--- config.mk ---
export PLATFORM = sky130hd
export DESIGN_NAME = board_ram_writer
export DESIGN_NICKNAME = d
export VERILOG_FILES = /design/src/rtl/board_ram_writer.sv
export SDC_FILE = /design/constraint.sdc
export NUM_CORES = 1
export LEC_CHECK = 0
export ABC_AREA = 1
export CORE_UTILIZATION = 50
export DETAILED_ROUTE_END_ITERATION = 10
export PLACE_DENSITY = 0.72
export SLEW_MARGIN = 20
export SYNTH_ARGS = -nofsm -noshare
export SYNTH_HDL_FRONTEND = slang
export SYNTH_SLANG_ARGS = --single-unit
--- constraint.sdc ---
create_clock -name clk -period 3.7 [get_ports clk]
set_input_delay 0.925 -clock clk [delete_from_list [all_inputs] [get_ports clk]]
set_output_delay 0.925 -clock clk [all_outputs]
set_load 0.1 [all_outputs]
--- src/rtl/board_ram_writer.sv ---
// Write-side owner of a 10x10 board RAM: CLEAR, PLACE (bounds + collision check) and SHOT commands.
// Registered RAM outputs; RAM read data arrives one cycle after the address.
module board_ram_writer #(
  parameter int GRID    = 10,
  parameter int ADDR_W  = 10,
  parameter int LEN_MIN = 2,
  parameter int LEN_MAX = 5
) (
  input  logic              clk,
  input  logic              rst,
  input  logic              cmd_valid,
  output logic              cmd_ready,
  input  logic [1:0]        cmd_op,
  input  logic [3:0]        cmd_x,
  input  logic [3:0]        cmd_y,
  input  logic [2:0]        cmd_len,
  input  logic              cmd_vert,
  output logic [ADDR_W-1:0] ram_addr,
  output logic              ram_we,
  output logic [1:0]        ram_wdata,
  input  logic [1:0]        ram_rdata,
  output logic              done,
  output logic [2:0]        status
);

  typedef enum logic [3:0] {
    S_IDLE, S_CLR, S_CHK, S_CHK_LAST, S_WR, S_SHOT_RD, S_SHOT_WAIT, S_SHOT_WR, S_DONE
  } state_t;

  localparam logic [1:0] OP_CLEAR = 2'd0, OP_PLACE = 2'd1, OP_SHOT = 2'd2;
  localparam logic [1:0] T_EMPTY = 2'd0, T_HIT = 2'd1, T_MISS = 2'd2, T_SHIP = 2'd3;
  localparam logic [2:0] ST_OK = 3'd0, ST_HIT = 3'd1, ST_MISS = 3'd2, ST_REPEAT = 3'd3,
                         ST_COLLIDE = 3'd4, ST_BOUNDS = 3'd5, ST_BADOP = 3'd6;

  state_t              state_q, state_d;
  logic [ADDR_W-1:0]   addr_q, addr_d, base_q, base_d, step_q, step_d;
  logic                we_q, we_d, done_q, done_d, collide_q, collide_d;
  logic [1:0]          wdata_q, wdata_d;
  logic [2:0]          status_q, status_d, res_q, res_d, len_q, len_d, cnt_q, cnt_d;

  logic [ADDR_W-1:0]   cmd_base;
  logic [4:0]          ship_end;
  logic                xy_oob, place_oob;

  assign cmd_base  = ADDR_W'(cmd_x) + ADDR_W'(cmd_y) * ADDR_W'(GRID);
  assign ship_end  = 5'(cmd_vert ? cmd_y : cmd_x) + 5'(cmd_len) - 5'd1;
  assign xy_oob    = (cmd_x > 4'(GRID - 1)) || (cmd_y > 4'(GRID - 1));
  assign place_oob = xy_oob || (cmd_len < 3'(LEN_MIN)) || (cmd_len > 3'(LEN_MAX)) ||
                     (ship_end > 5'(GRID - 1));

  always_comb begin
    state_d   = state_q;
    addr_d    = addr_q;
    base_d    = base_q;
    step_d    = step_q;
    we_d      = 1'b0;
    done_d    = 1'b0;
    wdata_d   = wdata_q;
    status_d  = status_q;
    res_d     = res_q;
    len_d     = len_q;
    cnt_d     = cnt_q;
    collide_d = collide_q;
    case (state_q)
      S_IDLE: if (cmd_valid) begin
        case (cmd_op)
          OP_CLEAR: begin
            state_d = S_CLR;
            addr_d  = '0;
            we_d    = 1'b1;
            wdata_d = T_EMPTY;
          end
          OP_PLACE: if (place_oob) begin
            state_d  = S_DONE;
            done_d   = 1'b1;
            status_d = ST_BOUNDS;
          end else begin
            state_d   = S_CHK;
            addr_d    = cmd_base;
            base_d    = cmd_base;
            step_d    = cmd_vert ? ADDR_W'(GRID) : ADDR_W'(1);
            len_d     = cmd_len;
            cnt_d     = 3'd1;
            collide_d = 1'b0;
          end
          OP_SHOT: if (xy_oob) begin
            state_d  = S_DONE;
            done_d   = 1'b1;
            status_d = ST_BOUNDS;
          end else begin
            state_d = S_SHOT_RD;
            addr_d  = cmd_base;
          end
          default: begin
            state_d  = S_DONE;
            done_d   = 1'b1;
            status_d = ST_BADOP;
          end
        endcase
      end
      S_CLR: if (addr_q == ADDR_W'(GRID * GRID - 1)) begin
        state_d  = S_DONE;
        done_d   = 1'b1;
        status_d = ST_OK;
      end else begin
        addr_d = addr_q + ADDR_W'(1);
        we_d   = 1'b1;
      end
      S_CHK: begin
        // The first check cycle sees stale read data from before the command.
        if (cnt_q != 3'd1) collide_d = collide_q | (ram_rdata != T_EMPTY);
        if (cnt_q == len_q) begin
          state_d = S_CHK_LAST;
        end else begin
          addr_d = addr_q + step_q;
          cnt_d  = cnt_q + 3'd1;
        end
      end
      S_CHK_LAST: if (collide_q || (ram_rdata != T_EMPTY)) begin
        state_d  = S_DONE;
        done_d   = 1'b1;
        status_d = ST_COLLIDE;
      end else begin
        state_d = S_WR;
        addr_d  = base_q;
        we_d    = 1'b1;
        wdata_d = T_SHIP;
        cnt_d   = 3'd1;
      end
      S_WR: if (cnt_q == len_q) begin
        state_d  = S_DONE;
        done_d   = 1'b1;
        status_d = ST_OK;
      end else begin
        addr_d = addr_q + step_q;
        cnt_d  = cnt_q + 3'd1;
        we_d   = 1'b1;
      end
      S_SHOT_RD: state_d = S_SHOT_WAIT;
      S_SHOT_WAIT: begin
        state_d = S_SHOT_WR;
        case (ram_rdata)
          T_SHIP:  begin we_d = 1'b1; wdata_d = T_HIT;  res_d = ST_HIT;  end
          T_EMPTY: begin we_d = 1'b1; wdata_d = T_MISS; res_d = ST_MISS; end
          default: res_d = ST_REPEAT;
        endcase
      end
      S_SHOT_WR: begin
        state_d  = S_DONE;
        done_d   = 1'b1;
        status_d = res_q;
      end
      default: state_d = S_IDLE;
    endcase
  end

  always_ff @(posedge clk) begin
    if (rst) begin
      state_q   <= S_IDLE;
      addr_q    <= '0;
      base_q    <= '0;
      step_q    <= '0;
      we_q      <= 1'b0;
      done_q    <= 1'b0;
      wdata_q   <= 2'd0;
      status_q  <= 3'd0;
      res_q     <= 3'd0;
      len_q     <= 3'd0;
      cnt_q     <= 3'd0;
      collide_q <= 1'b0;
    end else begin
      state_q   <= state_d;
      addr_q    <= addr_d;
      base_q    <= base_d;
      step_q    <= step_d;
      we_q      <= we_d;
      done_q    <= done_d;
      wdata_q   <= wdata_d;
      status_q  <= status_d;
      res_q     <= res_d;
      len_q     <= len_d;
      cnt_q     <= cnt_d;
      collide_q <= collide_d;
    end
  end

  assign cmd_ready = (state_q == S_IDLE);
  assign ram_addr  = addr_q;
  assign ram_we    = we_q;
  assign ram_wdata = wdata_q;
  assign done      = done_q;
  assign status    = status_q;

endmodule

== After elaboration in Yosys (flattened, before gate mapping) ==
Cells that the tools add are included.

* Input bits: 19
* Output and inout port bits: 18
* Word-level logic and storage cells: 140
* Flip-flop bits (word level): 51

* Add/subtract/negate cells: 6
* Reduce and logical (&&, ||, !) cells: 23
* Equal/unequal tests: 32
* $lt $le $gt $ge: 5
* $mul: 1
* Bitwise operators: 2
* Muxes and demuxes: 59

{| class="wikitable"
|+ Operator list
! operator !! number
|-
| $mux W10 || 6
|-
| $pmux W10 S4 || 1
|-
| $mux W4 || 9
|-
| $mux W3 || 11
|-
| $pmux W4 S8 || 1
|-
| $pmux W10 S3 || 1
|-
| $ne A2 B2 Y1 const B || 11
|-
| $pmux W3 S3 || 2
|-
| $eq A4 B3 Y1 const B || 4
|-
| $mux W1 || 16
|-
| $reduce_and A8 Y1 || 2
|-
| $ne A3 B3 Y1 const B || 5
|-
| $pmux W3 S5 || 1
|-
| $pmux W4 S3 || 1
|-
| $add A10 B1 Y10 const B || 1
|-
| $add A10 B10 Y10 || 1
|-
| $eq A10 B7 Y1 const B || 1
|-
| $pmux W1 S5 || 2
|-
| $reduce_and A5 Y1 || 2
|-
| $add A4 B8 Y9 || 1
|-
| $eq A4 B2 Y1 const B || 2
|-
| $gt A4 B4 Y1 const B || 2
|-
| $pmux W2 S2 || 2
|-
| $reduce_and A4 Y1 || 2
|-
| other kinds (29) || 41
|}

== Logic depth before layout (Yosys ltp) ==
* Depth after elaboration: 9
* Gate-level depth with buffers: 18
* Mapped depth without buffers: 16

== Worst setup path after synthesis ==
No wires, ideal clock.

* Kind: input-to-reg
* Start point: input port cmd_vert
* End point: register base_q[8]
* Arrival time: 3.045 ns
* Cell stages on the path: 17
* Data required time: 3.583 ns
* Path slack: 0.538 ns
* Buffers on the path: 2
* Path through: buf_4 mux2i_1 ha_1 inv_1 ha_1 fa_1 inv_1 nand2_1 nand3_1 nand2_1 nor2_2 nand3_4 nor2_4 inv_2 buf_6 a21oi_1 nor2_1

* Cells in the longest elaborated chain, start to end: 7

{| class="wikitable"
|+ RTL lines
! what !! line !! source
|-
| start: declaration || 17 || <nowiki>input logic cmd_vert,</nowiki>
|-
| $mux W4 || 46 || <nowiki>assign ship_end = 5'(cmd_vert ? cmd_y : cmd_x) + 5'(cmd_len) - 5'd1;</nowiki>
|-
| $add A4 B3 Y5 || 46 ||
|-
| $sub A5 B1 Y5 || 46 ||
|-
| $gt A5 B4 Y1 || 49 || <nowiki>(ship_end > 5'(GRID - 1));</nowiki>
|-
| $logic_or A1 B1 Y1 || 48 || <nowiki>assign place_oob = xy_oob || (cmd_len < 3'(LEN_MIN)) || (cmd_len > 3'(LEN_MAX)) ||</nowiki>
|-
| $not A1 Y1 (no line) || - ||
|-
| $reduce_and A4 Y1 (no line) || - ||
|-
| end signal: assignment || 174 || <nowiki>base_q <= base_d;</nowiki>
|-
| end: declaration || 36 || <nowiki>logic [ADDR_W-1:0] addr_q, addr_d, base_q, base_d, step_q, step_d;</nowiki>
|}

No other way between the ends.
A chain may end at the register's enable or synchronous reset.

== Final worst setup path ==
* Start point: input port cmd_vert
* End point: register cnt_q[1]

* Cells in the longest elaborated chain, start to end: 7

{| class="wikitable"
|+ RTL lines
! what !! line !! source
|-
| $mux W4 || 46 ||
|-
| $add A4 B3 Y5 || 46 ||
|-
| $sub A5 B1 Y5 || 46 ||
|-
| $gt A5 B4 Y1 || 49 ||
|-
| $logic_or A1 B1 Y1 || 48 ||
|-
| $ne A2 B2 Y1 (no line) || - ||
|-
| $reduce_and A6 Y1 (no line) || - ||
|-
| end signal: assignment || 182 || <nowiki>cnt_q <= cnt_d;</nowiki>
|-
| end: declaration || 39 || <nowiki>logic [2:0] status_q, status_d, res_q, res_d, len_q, len_d, cnt_q, cnt_d;</nowiki>
|}

No other way between the ends.

==> results.py <==
metrics = {
    "global_routing": {
        "grt_pass1_wl_mm": 14.2,
        "grt_use_met2_pct": 38.5,
        "grt_max_degree": 24,
        "busiest_layer": "met2",
        "met3_usage_pct": 3.46,
        "use_met1_pct": 34.7,
        "antenna_found_initial": 0,
        "grt_pass1_vias": 3061,
        "grt-ovfl-total": 0,
        "grtUsageTotal_pct": 24.4,
    },
    "pwr": {
        "peakVddDrop_mv": 0.552,
        "pwr-share-seq_pct": 21.7,
        "power_uw": 2850,
        "p_leak_uw": 0.00195,
        "power.clock.fraction_pct": 13.4,
        "p_int_uw": 1270,
        "p_sw_share_pct": 55.5,
        "power.net_switching_uw": 1580,
        "p_comb_share_pct": 64.9,
        "power_density_nw_per_um2": 721,
    },
    "hold_path": {
        "holdPathEnd": "step_q[1]$_SDFFE_PP0P_",
        "hold_depth": 2,
        "hp-start": "step_q[1]$_SDFFE_PP0P_",
        "min_path_type": "reg -> reg",
    },
    "setup_path": {
        "critPathLaunchType": "input pin",
        "r2r_cells": 15,
        "rrSetupSlack_ps": 980,
        "r2r-start": "state_q[2]$_SDFFE_PP0P_",
        "max_stage_delay_ps": 530,
        "cpMostUsedCell": "nand2_1",
        "critPathMaxFanout": 6,
        "crit_path_cell_trace": "clkdlybuf4s50_1 -> mux2i_1 -> ha_1 -> inv_1 -> ha_1 -> fa_1 -> inv_1 -> nand2_1 -> nand3_1 -> nand2_1 -> nor2_4 -> nand2_1 -> nand2_1 -> nand2_2 -> o21ai_1 -> nor2_1",
        "cpLargestDelayFamily": "adder cells",
        "crit_path_top_delay_cell": "clkdlybuf4s50_1",
        "criticalPathCategory": "in -> reg",
        "cp.required_ps": 3900,
        "critPathArrivalTime_ps": 3550,
        "reg2reg_to": "ram_addr[8]$_SDFFE_PP0P_",
        "end_kind": "register",
        "cp_num_buf_inv": 3,
    },
    "synthesis": {
        "syn_inst": 528,
        "synthArstFlopShare_pct": 0,
        "synth_edf_count": 0,
        "avgSynthCellArea_sq_um": 6.31,
        "yosysSeqAreaShare_pct": 24.6,
        "yosysTopAreaCellShare_pct": 24.6,
        "yosysUniqueCellTypes": 38,
        "yosys_warnings": 0,
        "synth_area_sq_um": 3330,
        "synth-seq-cells": 41,
        "synthFlopType": "dfxtp_1",
        "syn_nets": 576,
        "synth_area_leaders": "dfxtp_1 (25%), nand2_1 (16%), nor2_1 (9.7%)",
        "synth_top_area_cell": "dfxtp_1",
    },
    "routing": {
        "vias": 3382,
        "wire_per_inst_um": 12.3,
        "drtPass1Iterations": 5,
        "viasPerCell": 5.16,
        "routed_wl_mm": 8.04,
        "drtIter0Drc": 144,
        "antenna_left": 0,
        "drc": 0,
    },
    "finish": {
        "syn2layout_area_growth_pct": 18.6,
        "nFillCells": 643,
        "drive_above_1_share_pct": 12.1,
        "design_area_sq_um": 3950,
        "final_common_cell": "nand2_1",
        "diodes": 0,
        "fin_nets": 625,
        "fin_cells": 655,
        "mostFrequentLayoutCells": "nand2_1 (140), nor2_1 (86), inv_1 (67), dfxtp_1 (41), nand3_1 (32)",
    },
    "clocking": {
        "postCtsResizedCells": 0,
        "cts.path.max_buffers": 2,
        "cts-root-buf": "clkbuf_8",
        "htree_levels": 2,
        "tritoncts": "built",
        "clk_pin_slew_ps": 80,
        "cts_buffers": 5,
        "postCtsHoldBufs": 0,
        "clock_latency_ps": 300,
        "post_cts_buffers": 0,
        "numClockSinks": 41,
    },
    "floorplanning": {
        "core_region_area_sq_um": 6390,
        "pin_count": 37,
        "dieWidth_um": 83.6,
        "num_rows": 29,
        "die_y_um": 83.6,
        "dieArea_sq_um": 7000,
        "initial_utilization_pct": 52.2,
    },
    "sta": {
        "tightest_slew_ps": 969,
        "finalCritPeriodShare_pct": 90.6,
        "min_period_ps": 3350,
        "final-setup-viol-count": 0,
        "skew_ps": 6.68,
        "finalHoldViolations": 0,
        "slew_violations": 0,
        "timing.slew.headroom_pct": 35.2,
        "max_freq_mhz": 298,
        "setup_tns_ps": 0,
        "rsz0062_at_grt": "no",
    },
    "place": {
        "hpwl_mm": 6.46,
        "routabilityCongestion": 0.910,
        "dp_cells": 647,
        "port_buffers": 36,
        "placed_area_sq_um": 3820,
    },
    "run": {
        "max_cap_violations": 0,
    },
    "run_status": {
        "status": "complete, no violations",
    },
}
-- kinds of logic (layout without fill, tap and decap cells) --
logic type / after synthesis / in the layout / synth area share, %
AOI/OAI and AO/OA: 62 / 62 / 10.3
xor gates and xnor gates: 8 / 8 / 2.10
adders and majority gates: 29 / 29 / 11.8
buffers and inverters: 84 / 134 / 10.3
DFF: 41 / 41 / 24.6
muxes: 3 / 3 / 0.901
and+or+nand+nor: 301 / 301 / 39.9
-- stage by stage --
stage / setup slack, ps / hold WS, ps / util (%)
global placement: -24.3 / 437 / 59.8
floorplan: 538 / 427 / -
global route: 65.5 / 493 / 61.9
detailed placement: -106 / 448 / 59.8
CTS: 201 / 460 / 61.7
finish: 348 / 456 / 61.9
-- flip-flops by register name, indices dropped and copies added (netlist names) --
signal / count
collide_q: 1
state_q: 4
len_q: 3
res_q: 2
step_q: 2
done: 1
base_q: 9
ram_wdata: 2
ram_addr: 10
cnt_q: 3
status: 3
ram_we: 1
-- power groups by stage --
stage	clock network (uW)	logic, uW	registers (uW)
CTS	390	1830	619
finish	383	1850	618
detailed placement	0	1820	630
floorplan	0	1050	1020
global route	407	2030	636
global placement	0	1810	628
-- tightest hold or removal path, delay by kind of cell (launching register included) --
family | cells | cell delay, ps
AO/OA/AOI/OAI | 1 | 60
flip-flops | 1 | 300
buffers and inverters | 1 | 60
-- synth_stat cells, drive strengths merged, types with 7 or more instances --
library cell,n
nand3,35
nand4,7
buf,7
dfxtp,41
a21oi,23
nor2,101
inv,74
o21ai,29
ha,25
nand2,151
-- how the worst max path moves through the flow --
stage | from | end | slack [ps] | cells after the start
after global routing | cmd_vert | done$_SDFF_PP0_ | 70 | 17
after detailed placement | cmd_vert | ram_addr[2]$_SDFFE_PP0P_ | -110 | 16
final | cmd_vert | cnt_q[1]$_SDFFE_PP0P_ | 350 | 16
after CTS | cmd_vert | ram_addr[2]$_SDFFE_PP0P_ | 200 | 16
after floorplan | cmd_vert | base_q[8]$_SDFFE_PP0P_ | 540 | 17
after global placement | cmd_vert | ram_addr[2]$_SDFFE_PP0P_ | -20 | 16
-- area by class of cell --
| class | instances | area [sq um] | area share, % |
|---|---|---|---|
| flip-flops and latches | 41 | 821 | 20.8 |
| well taps | 77 | 96.3 | 2.44 |
| multi-input cells | 403 | 2180 | 55.2 |
| repair buffers | 50 | 448 | 11.3 |
| inverters | 76 | 288 | 7.28 |
| clock inverters | 1 | 30.0 | 0.760 |
| clock buffers | 7 | 86.3 | 2.18 |
-- per-layer routing --
metal  wire (um)  share of wire, %
met1        4020                50
met2        3520                44
met3         366               4.6
met4         131               1.6
met5           0                 0
Note: power is estimated with default switching activity, not from simulation.
